[src/rtl/key_pulse_array_if.sv]
// Key conditioner bus: raw key levels and repeat enables in, debounced
// level and one-cycle press/pulse/release strobes out, one bit per channel.
interface key_pulse_array_if #(
   parameter int N = 2
);
   logic [N-1:0] key_i;
   logic [N-1:0] repeat_en_i;
   logic [N-1:0] level_o;
   logic [N-1:0] press_o;
   logic [N-1:0] pulse_o;
   logic [N-1:0] release_o;

   // Driver side: board keys / control logic
   modport master (
      output key_i,
      output repeat_en_i,
      input  level_o,
      input  press_o,
      input  pulse_o,
      input  release_o
   );

   // Conditioner side
   modport slave (
      input  key_i,
      input  repeat_en_i,
      output level_o,
      output press_o,
      output pulse_o,
      output release_o
   );
endinterface

[src/rtl/key_pulse_array.sv]
// key_pulse_array: N independent push-button channels. Each channel
// synchronises its raw key, debounces it with a mismatch counter, and emits
// one-cycle press/release strobes plus an optional auto-repeat pulse train.
module key_pulse_array #(
   parameter int N            = 2,
   parameter int SYNC_STAGES  = 2,
   parameter int DEBOUNCE     = 4,
   parameter int REPEAT_DELAY = 8,
   parameter int REPEAT_RATE  = 3
) (
   input logic              clk,
   input logic              Reset,
   key_pulse_array_if.slave bus
);

   localparam int CW   = $clog2(DEBOUNCE + 1);
   localparam int RMAX = (REPEAT_DELAY > REPEAT_RATE) ? REPEAT_DELAY : REPEAT_RATE;
   localparam int RW   = $clog2(RMAX + 1);

   localparam logic [CW-1:0] CNT_MAX   = CW'(DEBOUNCE - 1);
   localparam logic [RW-1:0] DELAY_LIM = RW'(REPEAT_DELAY - 1);
   localparam logic [RW-1:0] RATE_LIM  = RW'(REPEAT_RATE - 1);

   for (genvar i = 0; i < N; i++) begin : g_chan
      logic [SYNC_STAGES-1:0] sync_q;
      logic                   sync_s;
      logic [CW-1:0]          cnt_q, cnt_d;
      logic                   level_q, level_d;
      logic                   press_q, press_d;
      logic                   release_q, release_d;
      logic                   pulse_q, pulse_d;
      logic [RW-1:0]          rcnt_q, rcnt_d;
      logic [RW-1:0]          rep_lim;
      logic                   phase_q, phase_d;
      logic                   accept;
      logic                   rep_fire;

      assign sync_s = sync_q[SYNC_STAGES-1];

      // Shift the raw key through the synchroniser chain
      always_ff @(posedge clk or posedge Reset) begin
         if (Reset) sync_q <= '0;
         else       sync_q <= {sync_q[SYNC_STAGES-2:0], bus.key_i[i]};
      end

      // Debounce: accept a new level after DEBOUNCE consecutive mismatches
      always_comb begin
         cnt_d     = cnt_q;
         level_d   = level_q;
         press_d   = 1'b0;
         release_d = 1'b0;
         accept    = 1'b0;
         if (sync_s == level_q) begin
            cnt_d = '0;
         end else if (cnt_q == CNT_MAX) begin
            accept    = 1'b1;
            level_d   = sync_s;
            cnt_d     = '0;
            press_d   = sync_s;
            release_d = ~sync_s;
         end else begin
            cnt_d = cnt_q + 1'b1;
         end
      end

      assign rep_lim = phase_q ? RATE_LIM : DELAY_LIM;

      // Auto-repeat: delay phase after press, then fixed rate; any accepted
      // change, released level or disabled repeat restarts the delay phase
      always_comb begin
         rcnt_d   = rcnt_q;
         phase_d  = phase_q;
         rep_fire = 1'b0;
         if (accept || !level_q || !bus.repeat_en_i[i]) begin
            rcnt_d  = '0;
            phase_d = 1'b0;
         end else if (rcnt_q == rep_lim) begin
            rep_fire = 1'b1;
            rcnt_d   = '0;
            phase_d  = 1'b1;
         end else begin
            rcnt_d = rcnt_q + 1'b1;
         end
         pulse_d = press_d | rep_fire;
      end

      // Channel state and registered outputs
      always_ff @(posedge clk or posedge Reset) begin
         if (Reset) begin
            cnt_q     <= '0;
            level_q   <= 1'b0;
            press_q   <= 1'b0;
            release_q <= 1'b0;
            pulse_q   <= 1'b0;
            rcnt_q    <= '0;
            phase_q   <= 1'b0;
         end else begin
            cnt_q     <= cnt_d;
            level_q   <= level_d;
            press_q   <= press_d;
            release_q <= release_d;
            pulse_q   <= pulse_d;
            rcnt_q    <= rcnt_d;
            phase_q   <= phase_d;
         end
      end

      assign bus.level_o[i]   = level_q;
      assign bus.press_o[i]   = press_q;
      assign bus.pulse_o[i]   = pulse_q;
      assign bus.release_o[i] = release_q;
   end

endmodule

[src/flat_wrapper.sv]
// flat-port wrapper written by rule: the top's interface ports become plain ports
module key_pulse_array_flat 
#(
   parameter int N            = 2,
   parameter int SYNC_STAGES  = 2,
   parameter int DEBOUNCE     = 4,
   parameter int REPEAT_DELAY = 8,
   parameter int REPEAT_RATE  = 3
)
  (clk, Reset, bus_key_i, bus_repeat_en_i, bus_level_o, bus_press_o, bus_pulse_o, bus_release_o);
  key_pulse_array_if #(.N(N)) bus_i ();
  input logic clk;
  input logic Reset;
  input wire logic [$bits(bus_i.key_i)-1:0] bus_key_i;
  input wire logic [$bits(bus_i.repeat_en_i)-1:0] bus_repeat_en_i;
  output wire logic [$bits(bus_i.level_o)-1:0] bus_level_o;
  output wire logic [$bits(bus_i.press_o)-1:0] bus_press_o;
  output wire logic [$bits(bus_i.pulse_o)-1:0] bus_pulse_o;
  output wire logic [$bits(bus_i.release_o)-1:0] bus_release_o;
  assign bus_i.key_i = bus_key_i;
  assign bus_i.repeat_en_i = bus_repeat_en_i;
  assign bus_level_o = bus_i.level_o;
  assign bus_press_o = bus_i.press_o;
  assign bus_pulse_o = bus_i.pulse_o;
  assign bus_release_o = bus_i.release_o;
  key_pulse_array #(.N(N), .SYNC_STAGES(SYNC_STAGES), .DEBOUNCE(DEBOUNCE), .REPEAT_DELAY(REPEAT_DELAY), .REPEAT_RATE(REPEAT_RATE)) u_core (.clk(clk), .Reset(Reset), .bus(bus_i));
endmodule
[config.mk]
export PLATFORM = sky130hd
export DESIGN_NAME = key_pulse_array_flat
export DESIGN_NICKNAME = d
export VERILOG_FILES = /design/src/rtl/key_pulse_array_if.sv /design/src/rtl/key_pulse_array.sv /design/src/flat_wrapper.sv
export SDC_FILE = /design/constraint.sdc
export NUM_CORES = 1
export LEC_CHECK = 0
export CORE_MARGIN = 2
export CORE_UTILIZATION = 53
export CTS_CLUSTER_SIZE = 20
export DETAILED_ROUTE_END_ITERATION = 12
export PLACE_DENSITY = 0.82
export SYNTH_ARGS = -nofsm -noshare
export SYNTH_HDL_FRONTEND = slang
export SYNTH_SLANG_ARGS = --single-unit
[constraint.sdc]
create_clock -name clk -period 2 [get_ports clk]
set_clock_uncertainty 0.2 [all_clocks]
set_input_delay 0.2 -clock clk [delete_from_list [all_inputs] [get_ports clk]]
set_output_delay 0.2 -clock clk [all_outputs]
set_load 0.02 [all_outputs]
==> results of run 1 <==
-- synth_stat cells --
| master | number | area (um2) |
|---|---|---|
| a21oi_1 | 1 | 5.00 |
| nor3_1 | 8 | 40.0 |
| nand2b_1 | 3 | 18.8 |
| o21ba_2 | 3 | 30.0 |
| dfrtp_1 | 28 | 701 |
| nand3b_1 | 2 | 15.0 |
| o21ai_0 | 1 | 5.00 |
| xnor2_1 | 4 | 35.0 |
| inv_1 | 6 | 22.5 |
| a211oi_1 | 1 | 7.51 |
| or3b_4 | 1 | 11.3 |
| nand3_1 | 3 | 15.0 |
| buf_4 | 8 | 60.1 |
| nor2_1 | 4 | 15.0 |
| a21oi_4 | 1 | 16.3 |
| or3b_2 | 1 | 8.76 |
| a41o_1 | 1 | 10.0 |
| o211ai_1 | 1 | 7.51 |
| and3_1 | 1 | 6.26 |
| or2_2 | 1 | 6.26 |
| nor3b_1 | 6 | 45.0 |
| ha_1 | 4 | 50.1 |
| or3b_1 | 1 | 8.76 |
| mux2_2 | 1 | 11.3 |
| nor2b_1 | 2 | 12.5 |
| xor2_1 | 2 | 17.5 |
-- registers in the layout, indices dropped and copies added, names as in the netlist --
register	count
u_core.g_chan.phase_q	2
u_core.g_chan.press_q	2
u_core.g_chan.level_q	2
u_core.g_chan.pulse_q	2
u_core.g_chan.sync_q	4
u_core.g_chan.release_q	2
u_core.g_chan.cnt_q	6
u_core.g_chan.rcnt_q	8
-- layer usage --
layer	vias up	track usage	wire length (um)
met4	0	0.0811	8
li1	334	-	-
met5	-	0	0
met2	6	0.229	800
met1	334	0.196	786
met3	2	0.0263	34
-- final cells by class --
class / count / share of cell area
Sequential cell: 28 / 0.520
Multi-Input combinational cell: 53 / 0.296
Timing Repair Buffer: 14 / 0.102
Tap cell: 28 / 0.0260
Clock inverter: 1 / 0.0223
Clock buffer: 3 / 0.0167
Inverter: 6 / 0.0167
-- cell families (layout without fill, tap and decap cells) --
| logic type | after synthesis | after routing | share of synthesized area |
|---|---|---|---|
| fa+ha+maj | 4 | 4 | 0.0424 |
| simple gates | 33 | 33 | 0.172 |
| flops | 28 | 28 | 0.593 |
| buf+inv | 14 | 24 | 0.0699 |
| compound gates | 9 | 9 | 0.0689 |
| mux | 1 | 1 | 0.00953 |
| xor+xnor | 6 | 6 | 0.0445 |
-- worst register-to-register path: stages (launching register included) --
cell and delay (ns):
dfrtp_1 0.37, ha_1 0.17, or3b_2 0.47, o21ai_0 0.11, o21ba_2 0.18
-- through the flow --
step	cell area, um2	hold slack [ns]	utilization	total power, W	setup slack [ns]
3_5_place_dp	1290	0.135	0.602	0.00109	0.417
6_report	1350	-0.000141	0.627	0.00144	0.141
5_1_grt	1350	0.0639	0.627	0.00152	0.0701
3_3_place_gp	1290	0.132	0.602	0.00107	0.437
4_1_cts	1350	0.00293	0.627	0.00145	0.129
2_1_floorplan	1180	0.0314	-	0.00100	0.466
-- worst max path at each step --
stage	start	to	slack, ns	cells after the start
4_1_cts	u_core.g_chan[1].level_q	bus_level_o[1]	0.13	1
5_1_grt	u_core.g_chan[1].level_q	bus_level_o[1]	0.07	1
3_3_place_gp	u_core.g_chan[0].cnt_q[0]	u_core.g_chan[0].pulse_q	0.44	4
2_1_floorplan	u_core.g_chan[0].cnt_q[0]	u_core.g_chan[0].pulse_q	0.47	4
6_report	u_core.g_chan[1].level_q	bus_level_o[1]	0.14	1
3_5_place_dp	u_core.g_chan[0].cnt_q[0]	u_core.g_chan[0].pulse_q	0.42	4
-- power by group through the flow --
| stage | Combinational [W] | Sequential (W) | Clock (W) |
|---|---|---|---|
| CTS | 0.000345 | 0.000735 | 0.000370 |
| floorplan | 0.000278 | 0.000725 | 0 |
| global route | 0.000385 | 0.000746 | 0.000387 |
| global placement | 0.000332 | 0.000737 | 0 |
| finish | 0.000343 | 0.000734 | 0.000361 |
| detailed placement | 0.000346 | 0.000746 | 0 |
==> impl_metrics.yaml, run 1 <==
die:
  pin_count: 14
  core-area_um2: 2150
  fp.dieW_um: 51.2
  row_count: 17
  initial_core_util: 0.550
  die_h_um: 51.2
  dieArea_um2: 2620
layout:
  register_area_um2: 701
  final_cell_mix: "28 x dfrtp_1, 13 x clkdlybuf4s50_1, 8 x nor3_1"
  stdcell_count: 133
  syn_to_final_growth_pct: 14.0
  final_layout_size_suffix_gt1_frac: 0.124
  multi_input_area_um2: 398
  final_common_cell: "dfrtp_1"
  nets: 116
  n_fill_cell: 152
  antenna_cells: 0
synthesis:
  synthCells: 95
  synth.avg_cell_area_um2: 12.4
  synth_area_um2: 1180
  ys_seq_elements: 28
  synth_fp_nets: 105
  synth_cell_types: 26
  ys_seq_area_frac: 0.593
  yosys_warnings: 0
status:
  outcome: "complete, but fails checks"
  violations: "negative hold slack"
run:
  max-cap-violations: 0
placed_design:
  globalplace.congestion: 0.704
  hpwl_um: 1220
  dpl.cell_count: 129
  io_buffers: 13
setup_path:
  max_stage_delay_ns: 0.64
  reg2reg_to: "u_core.g_chan[0].pulse_q"
  reg2reg_slack_ns: 0.40
  worst-r2r-cell-count: 4
  start_kind: "flip-flop"
  end_kind: "primary output"
  path_cells: "clkdlybuf4s50_1"
  worstPathArrival_ns: 1.46
  required_ns: 1.60
  path_buf_inv: 1
  crit_path_max_fanout: 7
  r2r-start: "u_core.g_chan[0].cnt_q[0]"
  critPathKind: "reg -> out"
  crit_family: "buffers and inverters"
  slowest_stage: "clkdlybuf4s50_1"
routing:
  drt_iter0_drc: 13
  wirelength_um: 1630
  ant_nets: 0
  dr.pass1.iters: 4
  avgRoutedWirePerCell_um: 12.2
  drc: 0
  via_count: 676
  vias_per_cell: 5.08
pwr:
  switching_share: 0.286
  peakVddDrop_v: 0.000663
  p_clk_frac: 0.251
  p_seq_frac: 0.510
  power.density_nw_per_um2: 1070
  power.share.combinational: 0.238
  switching_power_w: 0.000411
  power.internal_w: 0.00103
  p_leak_nw: 0.615
global_route:
  antenna_found_initial: 0
  grt_remaining_overflow: 0
  grt_pass1_wl_um: 2810
  grt_max_degree: 29
  grt_util_all_layers: 0.148
  grt_pass1_vias: 682
timing:
  hold_viol_final: 2
  min_period_ns: 1.86
  worstMarginPinSlew_ns: 0.396
  tns_ns: 0
  holdWs_ns: -0.000141
  fmax_mhz: 538
  setup_viol_count_final: 0
  maxSlewHeadroom: 0.735
  fin_crit_sh: 0.929
  rsz0062_at_grt: "false"
  drv_slew: 0
cts:
  htree_num_levels: 1
  post_cts.repair.setup_buffers: 0
  clockBufferDepth: 2
  cts_sinks: 28
  clk_latency_ns: 0.33
  cts_tree: "yes"
  cts.clk_slew.worst_paths_ns: 0.15
  cts_root_buf: "clkbuf_4"
  cts_resized: 0
  cts_buffers: 3
  cts_hold_buffers: 0
hold_path:
  min_path_type: "in -> async"
Note: power is estimated with default switching activity, not from simulation.
==> run 2: changes to the inputs <==
--- a/config.mk
+++ b/config.mk
@@ -10,6 +10,7 @@
 export CTS_CLUSTER_SIZE = 20
 export DETAILED_ROUTE_END_ITERATION = 12
 export PLACE_DENSITY = 0.82
+export RECOVER_POWER = 50
 export SYNTH_ARGS = -nofsm -noshare
 export SYNTH_HDL_FRONTEND = slang
 export SYNTH_SLANG_ARGS = --single-unit
==> run 2 against run 1 <==
The run now ends clean. Die area unchanged. Cell area shrank 0.19%. Sequential power barely moved. Worst setup slack stayed put. First-iteration DRC count is the same. Non-clock buffer count did not move. Final cell count stayed put. Register-to-register slack about the same. Critical path depth did not move. Combinational power about the same. Clock-buffer cell count stayed put. Critical endpoint unchanged. Highest routed layer unchanged.
==> impl_metrics.yaml, run 2 (same netlist as run 1, synthesis figures left out) <==
routing:
  wirelength_um: 1630
  drt_iter0_drc: 13
  vias_per_cell: 5.08
  drc: 0
  avgRoutedWirePerCell_um: 12.2
  dr.pass1.iters: 4
  via_count: 676
  ant_nets: 0
cts:
  cts_root_buf: "clkbuf_4"
  cts_tree: "yes"
  htree_num_levels: 1
  cts_hold_buffers: 0
  clockBufferDepth: 2
  clk_latency_ns: 0.33
  cts_buffers: 3
  cts_resized: 0
  post_cts.repair.setup_buffers: 0
  cts_sinks: 28
  cts.clk_slew.worst_paths_ns: 0.15
placed_design:
  io_buffers: 13
  hpwl_um: 1220
  pre_cts_ws_ns: 0.417
  globalplace.congestion: 0.704
timing:
  fmax_mhz: 538
  worstMarginPinSlew_ns: 0.652
  tns_ns: 0
  rsz0062_at_grt: "false"
  min_period_ns: 1.86
  holdWs_ns: 0.166
  setup_viol_count_final: 0
  layout_setup_ws_ns: 0.141
  fin_crit_sh: 0.929
  maxSlewHeadroom: 0.565
  drv_slew: 0
  hold_viol_final: 0
pwr:
  power.density_nw_per_um2: 1070
  peakVddDrop_v: 0.000663
  p_leak_nw: 0.615
die:
  initial_core_util: 0.550
  row_count: 17
  pin_count: 14
  fp.dieW_um: 51.2
  core-area_um2: 2150
  dieArea_um2: 2620
  die_h_um: 51.2
run:
  max-cap-violations: 0
setup_path:
  path_buf_inv: 1
  slowest_stage: "clkdlybuf4s50_1"
  critPathKind: "reg -> out"
  end_kind: "primary output"
  start_kind: "flip-flop"
  worst-r2r-cell-count: 4
  path_depth: 1
  required_ns: 1.60
  max_stage_delay_ns: 0.64
  path_cells: "clkdlybuf4s50_1"
  crit_path_max_fanout: 7
  crit_family: "buffers and inverters"
  worstPathArrival_ns: 1.46
layout:
  final_layout_size_suffix_gt1_frac: 0.124
  syn_to_final_growth_pct: 13.8
  final_cell_mix: "28 x dfrtp_1, 10 x clkdlybuf4s50_1, 8 x nor3_1"
  nets: 116
  regMostFlops: "u_core.g_chan.rcnt_q"
  final_util: 0.626
  n_fill_cell: 151
  largest_reg_flops: 8
  antenna_cells: 0
  reg_top3: "u_core.g_chan.rcnt_q (8), u_core.g_chan.cnt_q (6), u_core.g_chan.sync_q (4)"
  final_common_cell: "dfrtp_1"
status:
  outcome: "complete, no violations"
global_route:
  grt_pass1_vias: 682
  antenna_found_initial: 0
  grt_max_degree: 29
  grt_util_all_layers: 0.148
  grt_remaining_overflow: 0
  grt_pass1_wl_um: 2810
hold_path:
  min_path_type: "reg -> reg"
  hold_depth: 0
[run 2: path summary, 6_finish.rpt]
path	slack (ns)	from	end
worst max-delay path	0.14	u_core.g_chan[1].level_q	bus_level_o[1]
worst min-delay path	0.17	u_core.g_chan[0].sync_q[0]	u_core.g_chan[0].sync_q[1]
worst max register to register	0.40	u_core.g_chan[0].cnt_q[0]	u_core.g_chan[0].pulse_q
worst min register to register	0.17	u_core.g_chan[0].sync_q[0]	u_core.g_chan[0].sync_q[1]
max in group asynchronous	0.92	Reset	u_core.g_chan[0].rcnt_q[2]
min in group asynchronous	0.25	Reset	u_core.g_chan[1].sync_q[0]
[run 2: per-stage QoR]
| step | cells | cell area (um2) | power [W] |
|---|---|---|---|
| 3_5_place_dp | 129 | 1290 | 0.00109 |
| 6_report | 133 | 1340 | 0.00144 |
| 5_1_grt | 133 | 1340 | 0.00152 |
| 3_3_place_gp | 129 | 1290 | 0.00107 |
| 4_1_cts | 133 | 1350 | 0.00145 |
| 2_1_floorplan | 95 | 1180 | 0.00100 |
[run 2: layout make-up]
class	instances	area, um2	share of cell area
inverter	6	22.5	0.0168
multi-input combinational	53	398	0.296
timing repair buffer	14	135	0.101
clock buffer	3	22.5	0.0168
sequential	28	701	0.521
tap	28	35.0	0.0261
clock inverter	1	30.0	0.0223
[run 2: report_power, final]
part | internal, W | switching, W
clock | 0.000203 | 0.000159
sequential | 0.000655 | 0.0000786
combinational | 0.000168 | 0.000174
total | 0.00103 | 0.000411
[run 2: per-layer routing]
metal / global-route usage / vias to the layer above / part of all wire
met5: 0 / - / 0
met4: 0.0811 / 0 / 0.0049
met3: 0.0263 / 2 / 0.021
met2: 0.229 / 6 / 0.49
met1: 0.196 / 334 / 0.48
li1: - / 334 / -
